[src/rtl/carry_lookahead_adder_behavioral.sv]
// Two-level carry-lookahead adder: 4-bit CLA groups feed a fully expanded group
// lookahead unit. Sum, carry, signed overflow and negative flags, optionally registered.
module carry_lookahead_adder_behavioral #(
  parameter int WIDTH   = 16,
  parameter int REG_OUT = 0
) (
  input  logic             clk,
  input  logic             rst_n,
  input  logic [WIDTH-1:0] A,
  input  logic [WIDTH-1:0] B,
  input  logic             cin,
  output logic [WIDTH-1:0] result,
  output logic             cout,
  output logic             overflow_flag,
  output logic             negative
);
  localparam int NGRP = WIDTH / 4;

  logic [WIDTH-1:0] g, p, c;
  logic [NGRP-1:0]  grp_g, grp_p;
  logic [NGRP:0]    grp_c;
  logic [WIDTH-1:0] sum_p0;
  logic             cout_p0, ovf_p0, neg_p0;

  function automatic logic group_gen(input logic [3:0] gb, input logic [3:0] pb);
    return gb[3] | (pb[3] & gb[2]) | (pb[3] & pb[2] & gb[1]) |
           (pb[3] & pb[2] & pb[1] & gb[0]);
  endfunction

  // Carries into each bit of a 4-bit group, straight from the group carry-in.
  function automatic logic [3:0] group_carries(input logic [3:0] gb, input logic [3:0] pb,
                                               input logic ci);
    logic [3:0] cc;
    cc[0] = ci;
    cc[1] = gb[0] | (pb[0] & ci);
    cc[2] = gb[1] | (pb[1] & gb[0]) | (pb[1] & pb[0] & ci);
    cc[3] = gb[2] | (pb[2] & gb[1]) | (pb[2] & pb[1] & gb[0]) |
            (pb[2] & pb[1] & pb[0] & ci);
    return cc;
  endfunction

  // Carry out of group k as a flat sum of products over all lower groups.
  function automatic logic expand_carry(input logic [NGRP-1:0] gg, input logic [NGRP-1:0] gp,
                                        input logic ci, input int k);
    logic acc, prod;
    acc = 1'b0;
    for (int j = 0; j < NGRP; j++) begin
      if (j <= k) begin
        prod = gg[j];
        for (int m = 0; m < NGRP; m++)
          if (m > j && m <= k) prod = prod & gp[m];
        acc = acc | prod;
      end
    end
    prod = ci;
    for (int m = 0; m < NGRP; m++)
      if (m <= k) prod = prod & gp[m];
    return acc | prod;
  endfunction

  assign g        = A & B;
  assign p        = A ^ B;
  assign grp_c[0] = cin;

  for (genvar k = 0; k < NGRP; k++) begin : g_grp
    assign grp_g[k]     = group_gen(g[4*k +: 4], p[4*k +: 4]);
    assign grp_p[k]     = &p[4*k +: 4];
    assign grp_c[k+1]   = expand_carry(grp_g, grp_p, cin, k);
    assign c[4*k +: 4]  = group_carries(g[4*k +: 4], p[4*k +: 4], grp_c[k]);
  end

  assign sum_p0  = p ^ c;
  assign cout_p0 = grp_c[NGRP];
  assign ovf_p0  = c[WIDTH-1] ^ cout_p0;
  assign neg_p0  = sum_p0[WIDTH-1];

  // ---- output stage boundary ----
  if (REG_OUT != 0) begin : g_reg
    always_ff @(posedge clk or negedge rst_n) begin
      if (!rst_n) begin
        result        <= '0;
        cout          <= 1'b0;
        overflow_flag <= 1'b0;
        negative      <= 1'b0;
      end else begin
        result        <= sum_p0;
        cout          <= cout_p0;
        overflow_flag <= ovf_p0;
        negative      <= neg_p0;
      end
    end
  end else begin : g_comb
    logic unused_clk_rst;
    assign unused_clk_rst = clk ^ rst_n;
    assign result         = sum_p0;
    assign cout           = cout_p0;
    assign overflow_flag  = ovf_p0;
    assign negative       = neg_p0;
  end
endmodule

[config.mk]
export PLATFORM = sky130hd
export DESIGN_NAME = carry_lookahead_adder_behavioral
export DESIGN_NICKNAME = d
export VERILOG_FILES = /design/src/rtl/carry_lookahead_adder_behavioral.sv
export SDC_FILE = /design/constraint.sdc
export NUM_CORES = 1
export LEC_CHECK = 0
export CAP_MARGIN = 30
export CORE_AREA = 3 3 54 56
export DETAILED_ROUTE_END_ITERATION = 7
export DIE_AREA = 0 0 57 59
export PLACE_DENSITY = 0.69
export SLEW_MARGIN = 15
export SYNTH_ARGS = -nofsm -noshare
export SYNTH_HDL_FRONTEND = slang
export SYNTH_SLANG_ARGS = --single-unit
[constraint.sdc]
create_clock -name vclk -period 4.28
set_clock_uncertainty 0.15 [all_clocks]
set_input_delay 0.642 -clock vclk [all_inputs]
set_output_delay 0.642 -clock vclk [all_outputs]
set_load 0.005 [all_outputs]
## Word level (Yosys, flattened, before mapping)

Index checks and enable logic that the tools add are counted.

- Flip-flop bits (word level): 0
- Input port bits: 35
- Output and inout port bits: 19
- Logic and storage cells: 120

- Bitwise logic cells: 116
- Reduce and logical (&&, ||, !) cells: 4

Operators with widths:

| kind | number |
|---|---|
| $and A1 B1 Y1 | 66 |
| $or A1 B1 Y1 | 46 |
| $xor A16 B16 Y16 | 2 |
| $and A16 B16 Y16 | 1 |
| $reduce_and A4 Y1 | 4 |
| $xor A1 B1 Y1 | 1 |

## Logic depth before layout (Yosys ltp)

Gate-level depths: netlist of the first run.

- Word-level depth: 13
- Depth in mapped cells: 8
- Gate-level depth less buffers: 8

## Least setup slack after synthesis of the first run

Ideal clock, no wire load.

- Path kind: in2out
- Start: input A[1]
- End: output result[15]
- Arrival: 2364 ps
- Required time: 3488 ps
- Slack: 1124 ps
- Cell stages on the path: 8
- Path buffers: 1
- Cells stage by stage: ha_1 and3_1 a31oi_1 a2111oi_2 or2_4 a41oi_4 xnor2_1 buf_4

- Cells in the longest elaborated chain, start to end: 12
- Elaborated cells on any way between the ends: 19
- Those cells by class: 18 x bitwise; 1 x reduce/logical

RTL lines:

| what | RTL line | RTL |
|---|---|---|
| start: declaration | 9 | `input logic [WIDTH-1:0] A,` |
| $and A16 B16 Y16 / $xor A16 B16 Y16 (equally long branches) | 61, 62 |  |
| $and A1 B1 Y1, on equally long branches | 26, 27 |  |
| $or A1 B1 Y1 / $and A1 B1 Y1 (equally long branches) | 26, 27 |  |
| $or A1 B1 Y1 | 26 | `return gb[3] \| (pb[3] & gb[2]) \| (pb[3] & pb[2] & gb[1]) \|` |
| $and A1 B1 Y1 (2 in series) | 51 | `if (m > j && m <= k) prod = prod & gp[m];` |
| $or A1 B1 Y1 (2 in series) | 52 | `acc = acc \| prod;` |
| $or A1 B1 Y1 (*) | 58 | `return acc \| prod;` |
| $and A1 B1 Y1 (*) | 38 | `(pb[2] & pb[1] & pb[0] & ci);` |
| $or A1 B1 Y1 (*) | 37 | `cc[3] = gb[2] \| (pb[2] & gb[1]) \| (pb[2] & pb[1] & gb[0]) \|` |
| $xor A16 B16 Y16 (*) | 72 | `assign sum_p0 = p ^ c;` |
| end: declaration | 12 | `output logic [WIDTH-1:0] result,` |

Every way passes the cells marked *; elsewhere a longest branch is shown, timed or not.

## Worst setup path in the final report of the first run

- Start: input A[2]
- End: output result[13]

- Cells in the longest elaborated chain, start to end: 13
- Elaborated cells on any way between the ends: 22
- Those cells by class: 21 x bitwise; 1 x reduce/logical

RTL lines:

| what | RTL line | RTL |
|---|---|---|
| $and A16 B16 Y16 / $xor A16 B16 Y16 (equally long branches) | 61, 62 |  |
| $and A1 B1 Y1, on equally long branches | 26, 27 |  |
| $or A1 B1 Y1, or another cell as far along | 26 |  |
| $or A1 B1 Y1 / $and A1 B1 Y1 (equally long branches) | 26, 27 |  |
| $or A1 B1 Y1 | 26 |  |
| $and A1 B1 Y1 (2 in series) | 51 |  |
| $or A1 B1 Y1 (2 in series) | 52 |  |
| $or A1 B1 Y1 (*) | 58 |  |
| $and A1 B1 Y1 (*) | 35 | `cc[1] = gb[0] \| (pb[0] & ci);` |
| $or A1 B1 Y1 (*) | 35 |  |
| $xor A16 B16 Y16 (*) | 72 |  |

Marks and branches as above.

==> metrics.md, run 1 <==
| Metric | Value |
|---|---|
| Status | completed |
| Placed Cells | 168 |
| Min-Delay Startpoint | B[5] |
| IO Pins | 54 |
| CP Class | input port to output pin |
| Crit path DAT | 3.33 ns |
| Post-Syn Nets | 141 |
| Core box area | 2477 um^2 |
| Vias in the first global route | 822 |
| Antenna cell count | 0 |
| FF+latch count | 0 |
| CP most frequent cell | clkdlybuf4s50_1 |
| Worst setup margin | 0.1557 ns |
| Die Wd | 57 um |
| Top delay family on crit path | buffers and inverters |
| Buffers added on ports | 52 |
| Synthesized area | 728.2 um^2 |
| Hpwl dp | 1823 um |
| Nets | 195 |
| RSZ-0062 raised after global routing | no |
| Final-report hold violation count | 0 |
| Place WS | 0.1095 ns |
| F_max | 242.5 MHz |
| Die height | 59 um |
| Required @ worst endpoint | 3.49 ns |
| Crit share post-route | 96.36% |
| VDD IR max | 0.09470 mV |
| Slew Limit Fails | 0 |
| CP max stage delay | 0.52 ns |
| Clock period minus worst slack | 4.124 ns |
| First-pass GRT wire length | 3263 um |
| Starting Density | 29.39% |
| DR iter-0 viols | 4 |
| Min Hold Slack | 2.280 ns |
| Synth area leader | ha_1 |
| Setup TNS | 0 ns |
| Post-Syn Area per Cell | 8.467 um^2 |
| Syn-to-layout area delta | 77.49% |
| Antenna Nets Post-Route | 0 |
| Slowest cell on crit path | clkdlybuf4s50_1 |
| Area contributors post-synth | ha_1 (27%), fa_1 (11%), xnor2_1 (7.2%), a21oi_1 (4.8%), xor2_1 (4.8%) |
| Initial antenna violation count | 0 |
| Pin count of the biggest net entering global routing | 7 |
| Placed inst area | 1286 um^2 |
| Setup crit start | A[2] |
| Final core occ | 52.17% |
| Avg Vias per Cell | 4.875 |
| CP Capture Type | output pin |
| CP cell instances | clkdlybuf4s50_1 > ha_1 > and3_1 > a31oi_2 > a2111oi_2 > or2_4 > fa_1 > xor2_1 > clkdlybuf4s50_1 |
| Sequential-to-total area share from yosys stat | 0% |
| Seq. cell area | 0 um^2 |
| Syn Inst Count | 86 |
| Buf+Inv Stages, Crit Path | 2 |
| WL per Instance | 12.18 um |
| Via count | 819 |
| Top post-synthesis cells by count | ha_1 (16), nand2_1 (9), a21oi_1 (7), inv_1 (7), xnor2_1 (6) |
| Gpl congestion | 0.7842 |
| Critical Path Fanout Max | 5 |
| Least-Margin Pin Slew | 0.3230 ns |
| Remaining Overflow, GRT | 0 |
| Power per cell area | 168.4 nW/um^2 |
| Slew HR | 78.47% |
| Ratio of cells with drive above 1 in the final layout | 7.246% |
| Final Setup Violations | 0 |
| Post-CTS setup buffer count | 0 |
| Num rows | 18 |
| Total global-route track usage | 11.36% |
| Clock buffers | 0 |
| Ys Warns | 0 |
| Synth top area share | 27.49% |
| Design area | 1292 um^2 |
| Drt pass-1 iters | 2 |
| Total chip power | 0.2176 mW |
| Crit path launch type | input port |
| Final Non-Filler Cells | 168 |
| # Max-Cap Violations | 0 |
| Worst Hold Class | input port to output pin |
| Post-synth cell types | 32 |
| DRC Markers | 0 |
| Final wirelength | 2047 um |
| Die ar. | 3363 um^2 |
| LEAKAGE | 0.5622 nW |
| Most common cell in the netlist | ha_1 |
## cells by family (layout without fill, tap and decap cells)
kind of cell | after synthesis | count (layout) | share of synthesized area [%]
mux | 1 | 1 | 2.061
buf+inv | 8 | 60 | 4.640
simple gates | 22 | 22 | 15.12
xor+xnor | 10 | 10 | 12.03
fa+ha+maj | 20 | 20 | 38.49
compound gates | 25 | 25 | 27.66
## metal layers
| layer | global-route usage (%) | up-vias | wire length [um] |
|---|---|---|---|
| met4 | 0 | 0 | 0 |
| met2 | 23.33 | 38 | 1051 |
| li1 | - | 421 | - |
| met3 | 2.179 | 0 | 206 |
| met1 | 12.72 | 360 | 790 |
| met5 | 0 | - | 0 |
## repair_timing
item                       CTS  global route
setup endpoints to repair    0             2
hold endpoints to repair     0             0
hold buffers                 0             0
resized for setup            0             1
## tightest hold or removal path: cells and delay by family
family	cells	cell delay (ns)
xor gates and xnor gates	1	0.07
adders and majority gates	1	0.16
buffers and inverters	2	0.91
## cells in the final DEF, fill, tap and decap left out, types with 2 or more instances in the layout
cell type / n
nor3_1: 2
clkdlybuf4s50_1: 52
o21bai_1: 2
xor2_1: 4
nor2_1: 3
and3_1: 2
a21oi_1: 7
o21ai_0: 2
inv_1: 7
a21o_1: 2
ha_1: 16
nand2_1: 9
o21a_1: 2
fa_1: 4
xnor2_1: 6
## path summary, 6_finish.rpt
| kind | slack, ns | endpoint | cells past startpoint |
|---|---|---|---|
| min | 2.28 | result[5] | 4 |
| max | 0.16 | result[13] | 9 |
## area by class of cell
cell class                 instances  area [um^2]
fill                             260         1185
tap                               30        37.54
inverter                           7        26.28
multi-input combinational         78        700.7
timing repair buffer              53        528.0
## where the power goes
part / switching (mW) / internal (mW) / leakage, nW / total [mW]
clock network: 0 / 0 / 0 / 0
registers: 0 / 0 / 0 / 0
logic: 0.0820 / 0.136 / 0.562 / 0.218
Note: power is estimated with default switching activity, not from simulation.
==> run 2: changes to the inputs <==
--- a/config.mk
+++ b/config.mk
@@ -6,9 +6,9 @@
 export NUM_CORES = 1
 export LEC_CHECK = 0
 export CAP_MARGIN = 30
-export CORE_AREA = 3 3 54 56
+export CORE_AREA = 2 2 53 55
 export DETAILED_ROUTE_END_ITERATION = 7
-export DIE_AREA = 0 0 57 59
+export DIE_AREA = 0 0 55 57
 export PLACE_DENSITY = 0.69
 export SLEW_MARGIN = 15
 export SYNTH_ARGS = -nofsm -noshare
==> metrics.md, run 2 (synthesis gave the netlist of run 1 again) <==
| Metric | Value |
|---|---|
| Status | completed |
| CP Capture Type | output pin |
| Syn-to-layout area delta | 77.66% |
| Filler Cells Inserted | 250 |
| CP Class | input port to output pin |
| Num rows | 19 |
| Hpwl dp | 1734 um |
| Slew Limit Fails | 0 |
| Antenna Nets Post-Route | 0 |
| Critical Path Fanout Max | 4 |
| Crit path DAT | 3.35 ns |
| Final core occ | 49.47% |
| VDD IR max | 0.09368 mV |
| Slew HR | 80.41% |
| Clock period minus worst slack | 4.146 ns |
| Gpl congestion | 0.6175 |
| Setup crit start | A[7] |
| IO Pins | 54 |
| Ratio of cells with drive above 1 in the final layout | 7.246% |
| Min-Delay Path Depth | 5 |
| Drt pass-1 iters | 4 |
| Initial antenna violation count | 0 |
| Die Wd | 55 um |
| Core box area | 2615 um^2 |
| Buf+Inv Stages, Crit Path | 2 |
| Vias in the first global route | 775 |
| Placed Cells | 169 |
| Least-Margin Pin Slew | 0.2939 ns |
| Die height | 57 um |
| Place WS | 0.1247 ns |
| Crit share post-route | 96.87% |
| Required @ worst endpoint | 3.49 ns |
| Final Setup Violations | 0 |
| CP cell instances | clkdlybuf4s50_1 > ha_1 > and2_4 > a221oi_2 > o31ai_1 > or2_4 > fa_1 > xor2_1 > clkdlybuf4s50_1 |
| Min Hold Slack | 2.271 ns |
| Die ar. | 3135 um^2 |
| Power per cell area | 167.9 nW/um^2 |
| Final Non-Filler Cells | 169 |
| FF+latch count | 0 |
| Antenna cell count | 0 |
| Crit path launch type | input port |
| Post-CTS setup buffer count | 0 |
| Total chip power | 0.2172 mW |
| RSZ-0062 raised after global routing | no |
| Placed inst area | 1287 um^2 |
| DR iter-0 viols | 5 |
| CP most frequent cell | clkdlybuf4s50_1 |
| Slowest cell on crit path | clkdlybuf4s50_1 |
| Clock buffers | 0 |
| Top delay family on crit path | buffers and inverters |
| Nets | 195 |
| First-pass GRT wire length | 2918 um |
| Commonest non-fill, non-tap cell in the layout | clkdlybuf4s50_1 |
| # Max-Cap Violations | 0 |
| Min-Delay Startpoint | A[0] |
| Starting Density | 27.85% |
| Setup TNS | 0 ns |
| Final-report hold violation count | 0 |
| WL per Instance | 11.24 um |
| Final wirelength | 1899 um |
| Via count | 824 |
| Worst setup margin | 0.1341 ns |
| Pin count of the biggest net entering global routing | 7 |
| Avg Vias per Cell | 4.876 |
| Seq. cell area | 0 um^2 |
| Worst Hold Class | input port to output pin |
| Design area | 1294 um^2 |
| Worst Hold Endpoint | result[0] |
| Buffers added on ports | 52 |
| Total global-route track usage | 11.62% |
| Commonest cells after routing, fill and taps aside | clkdlybuf4s50_1 (52), ha_1 (16), nand2_1 (9) |
| CP max stage delay | 0.53 ns |
| F_max | 241.2 MHz |
| Remaining Overflow, GRT | 0 |
| LEAKAGE | 0.5622 nW |
| DRC Markers | 0 |
==> run 2: cell counts in the layout (fill, tap and decap cells not counted) <==
No cell type changed its count.
==> run 2: worst max path at each step <==
stage / end / slack, ns / cells past startpoint
2_1_floorplan: result[15] / 1.12 / 8
3_3_place_gp: result[13] / 0.13 / 9
3_5_place_dp: result[13] / 0.12 / 9
4_1_cts: result[13] / 0.12 / 9
5_1_grt: result[13] / 0.005 / 9
6_report: result[13] / 0.13 / 9
==> run 2: layout make-up <==
| type | count | area, um^2 | area share [%] |
|---|---|---|---|
| Inverter | 7 | 26.28 | 2.031 |
| Multi-Input combinational cell | 78 | 700.7 | 54.16 |
| Tap cell | 31 | 38.79 | 2.998 |
| Timing Repair Buffer | 53 | 528.0 | 40.81 |
==> run 2: timing repair <==
| item | 4_1_cts | 5_1_grt |
|---|---|---|
| hold buffers | 0 | 0 |
| setup endpoints to repair | 0 | 1 |
| gates resized for setup | 0 | 1 |
| hold endpoints to repair | 0 | 0 |
==> run 2: where the power goes <==
part | internal (mW) | switching [mW]
Clock | 0 | 0
Combinational | 0.136 | 0.0815
Sequential | 0 | 0
Total | 0.136 | 0.0815
==> run 2: metal layers <==
metal | global-route usage (%) | vias to the layer above | routed length (um)
met1 | 12.32 | 364 | 726
met4 | 0 | 0 | 0
met5 | 0 | - | 0
met3 | 1.571 | 0 | 226
met2 | 24.15 | 42 | 947
li1 | - | 418 | -
==> run 3: changes to the inputs <==
==> constraint.sdc (replaced) <==
create_clock -name vclk -period 4.28
set_clock_uncertainty 0.15 [all_clocks]
set_input_delay 0.642 -clock vclk [all_inputs]
set_output_delay 0.642 -clock vclk [all_outputs]
set_load 0.1 [all_outputs]
==> metrics.md, run 3 (synthesis gave the netlist of run 1 again) <==
| Metric | Value |
|---|---|
| FF+latch count | 0 |
| RSZ-0062 raised after global routing | no |
| Hpwl dp | 1874 um |
| LEAKAGE | 0.6524 nW |
| WL per Instance | 12.01 um |
| Total global-route track usage | 12.83% |
| Crit share post-route | 91.91% |
| Worst Hold Class | input port to output pin |
| Critical Path Fanout Max | 4 |
| Status | completed |
| Num rows | 19 |
| Top delay family on crit path | adder cells |
| DRC Markers | 0 |
| Via count | 822 |
| Core box area | 2615 um^2 |
| Worst setup margin | 0.3463 ns |
| First-pass GRT wire length | 3208 um |
| Buf+Inv Stages, Crit Path | 2 |
| Post-CTS setup buffer count | 0 |
| Antenna cell count | 0 |
| VDD IR max | 0.3002 mV |
| CP cell instances | clkdlybuf4s50_1 > ha_1 > and3_1 > a31oi_1 > a2111oi_2 > or2_4 > fa_1 > xor2_2 > buf_12 |
| Crit path DAT | 3.14 ns |
| Syn-to-layout area delta | 99.14% |
| CP Class | input port to output pin |
| Slew Limit Fails | 0 |
| Crit path launch type | input port |
| IO Pins | 54 |
| Post-CTS Resized | 0 |
| Final-report hold violation count | 0 |
| Hold-fix buffers, CTS | 0 |
| CP max stage delay | 0.41 ns |
| Initial antenna violation count | 0 |
| # Max-Cap Violations | 0 |
| Power per cell area | 394.4 nW/um^2 |
| Commonest non-fill, non-tap cell in the layout | clkdlybuf4s50_1 |
| Gpl congestion | 0.6686 |
| Final Setup Violations | 0 |
| Drt pass-1 iters | 4 |
| Slowest cell on crit path | clkdlybuf4s50_1 |
| Die ar. | 3135 um^2 |
| Starting Density | 27.85% |
| Clock buffers | 0 |
| Slew HR | 78.33% |
| Buffers added on ports | 52 |
| DR iter-0 viols | 9 |
| Commonest cells after routing, fill and taps aside | clkdlybuf4s50_1 (33), ha_1 (16), buf_12 (15) |
| Nets | 194 |
| Place WS | 0.3566 ns |
| Ratio of cells with drive above 1 in the final layout | 22.63% |
| F_max | 254.2 MHz |
| Die Wd | 55 um |
| Remaining Overflow, GRT | 0 |
| Clock period minus worst slack | 3.934 ns |
| Antenna Nets Post-Route | 0 |
| Pin count of the biggest net entering global routing | 7 |
| Required @ worst endpoint | 3.49 ns |
| Final wirelength | 2018 um |
| Seq. cell area | 0 um^2 |
| Avg Vias per Cell | 4.893 |
| Setup TNS | 0 ns |
| Die height | 57 um |
| CP Capture Type | output pin |
| Least-Margin Pin Slew | 0.3236 ns |
| Vias in the first global route | 875 |
[run 3: cell types whose count changed in the layout (fill, tap and decap cells not counted)]
cell	before	now
xnor2_2	0	1
buf_4	1	4
o311ai_1	1	0
o311ai_2	0	1
buf_12	0	15
a31oi_2	1	0
a31oi_1	0	1
clkdlybuf4s50_1	52	33
xnor2_1	6	5
xor2_1	4	2
xor2_2	0	2
[run 3: layout make-up]
class | count | area (um^2)
fill | 249 | 1165
inverter | 7 | 26.28
multi-input combinational | 78 | 724.4
timing repair buffer | 52 | 660.6
tap | 31 | 38.79
[run 3: per-layer routing]
| metal | global-route usage [%] | share of wire [%] | up-vias |
|---|---|---|---|
| li1 | - | - | 419 |
| met1 | 13.36 | 37 | 365 |
| met2 | 26.70 | 53 | 38 |
| met3 | 2.094 | 10 | 0 |
| met4 | 0 | 0 | 0 |
| met5 | 0 | 0 | - |
[run 3: final timing paths]
| kind | startpoint | endpoint | slack, ns | cells after the start |
|---|---|---|---|---|
| worst max-delay path | A[1] | result[13] | 0.35 | 9 |
| worst min-delay path | B[12] | result[12] | 2.04 | 3 |
[run 3: where the power goes]
group | switching [mW] | internal, mW
Combinational | 0.371 | 0.201
Clock | 0 | 0
Sequential | 0 | 0
Total | 0.371 | 0.201
[run 3: stage by stage]
step / utilization (%) / std cells / power, mW / hold slack, ns / instance area (um^2)
after floorplan: - / 86 / 0.3829 / 1.624 / 758.2
after global placement: 55.45 / 168 / 0.5695 / 2.042 / 1450
after detailed placement: 55.45 / 168 / 0.5745 / 2.052 / 1450
after CTS: 55.45 / 168 / 0.5757 / 2.052 / 1450
after global routing: 55.45 / 168 / 0.5946 / 2.089 / 1450
final: 55.45 / 168 / 0.5719 / 2.042 / 1450
[run 3: worst min-delay path, delay by kind of cell]
kind,cells,cell delay [ns]
buffers and inverters,2,0.68
adders and majority gates,1,0.22
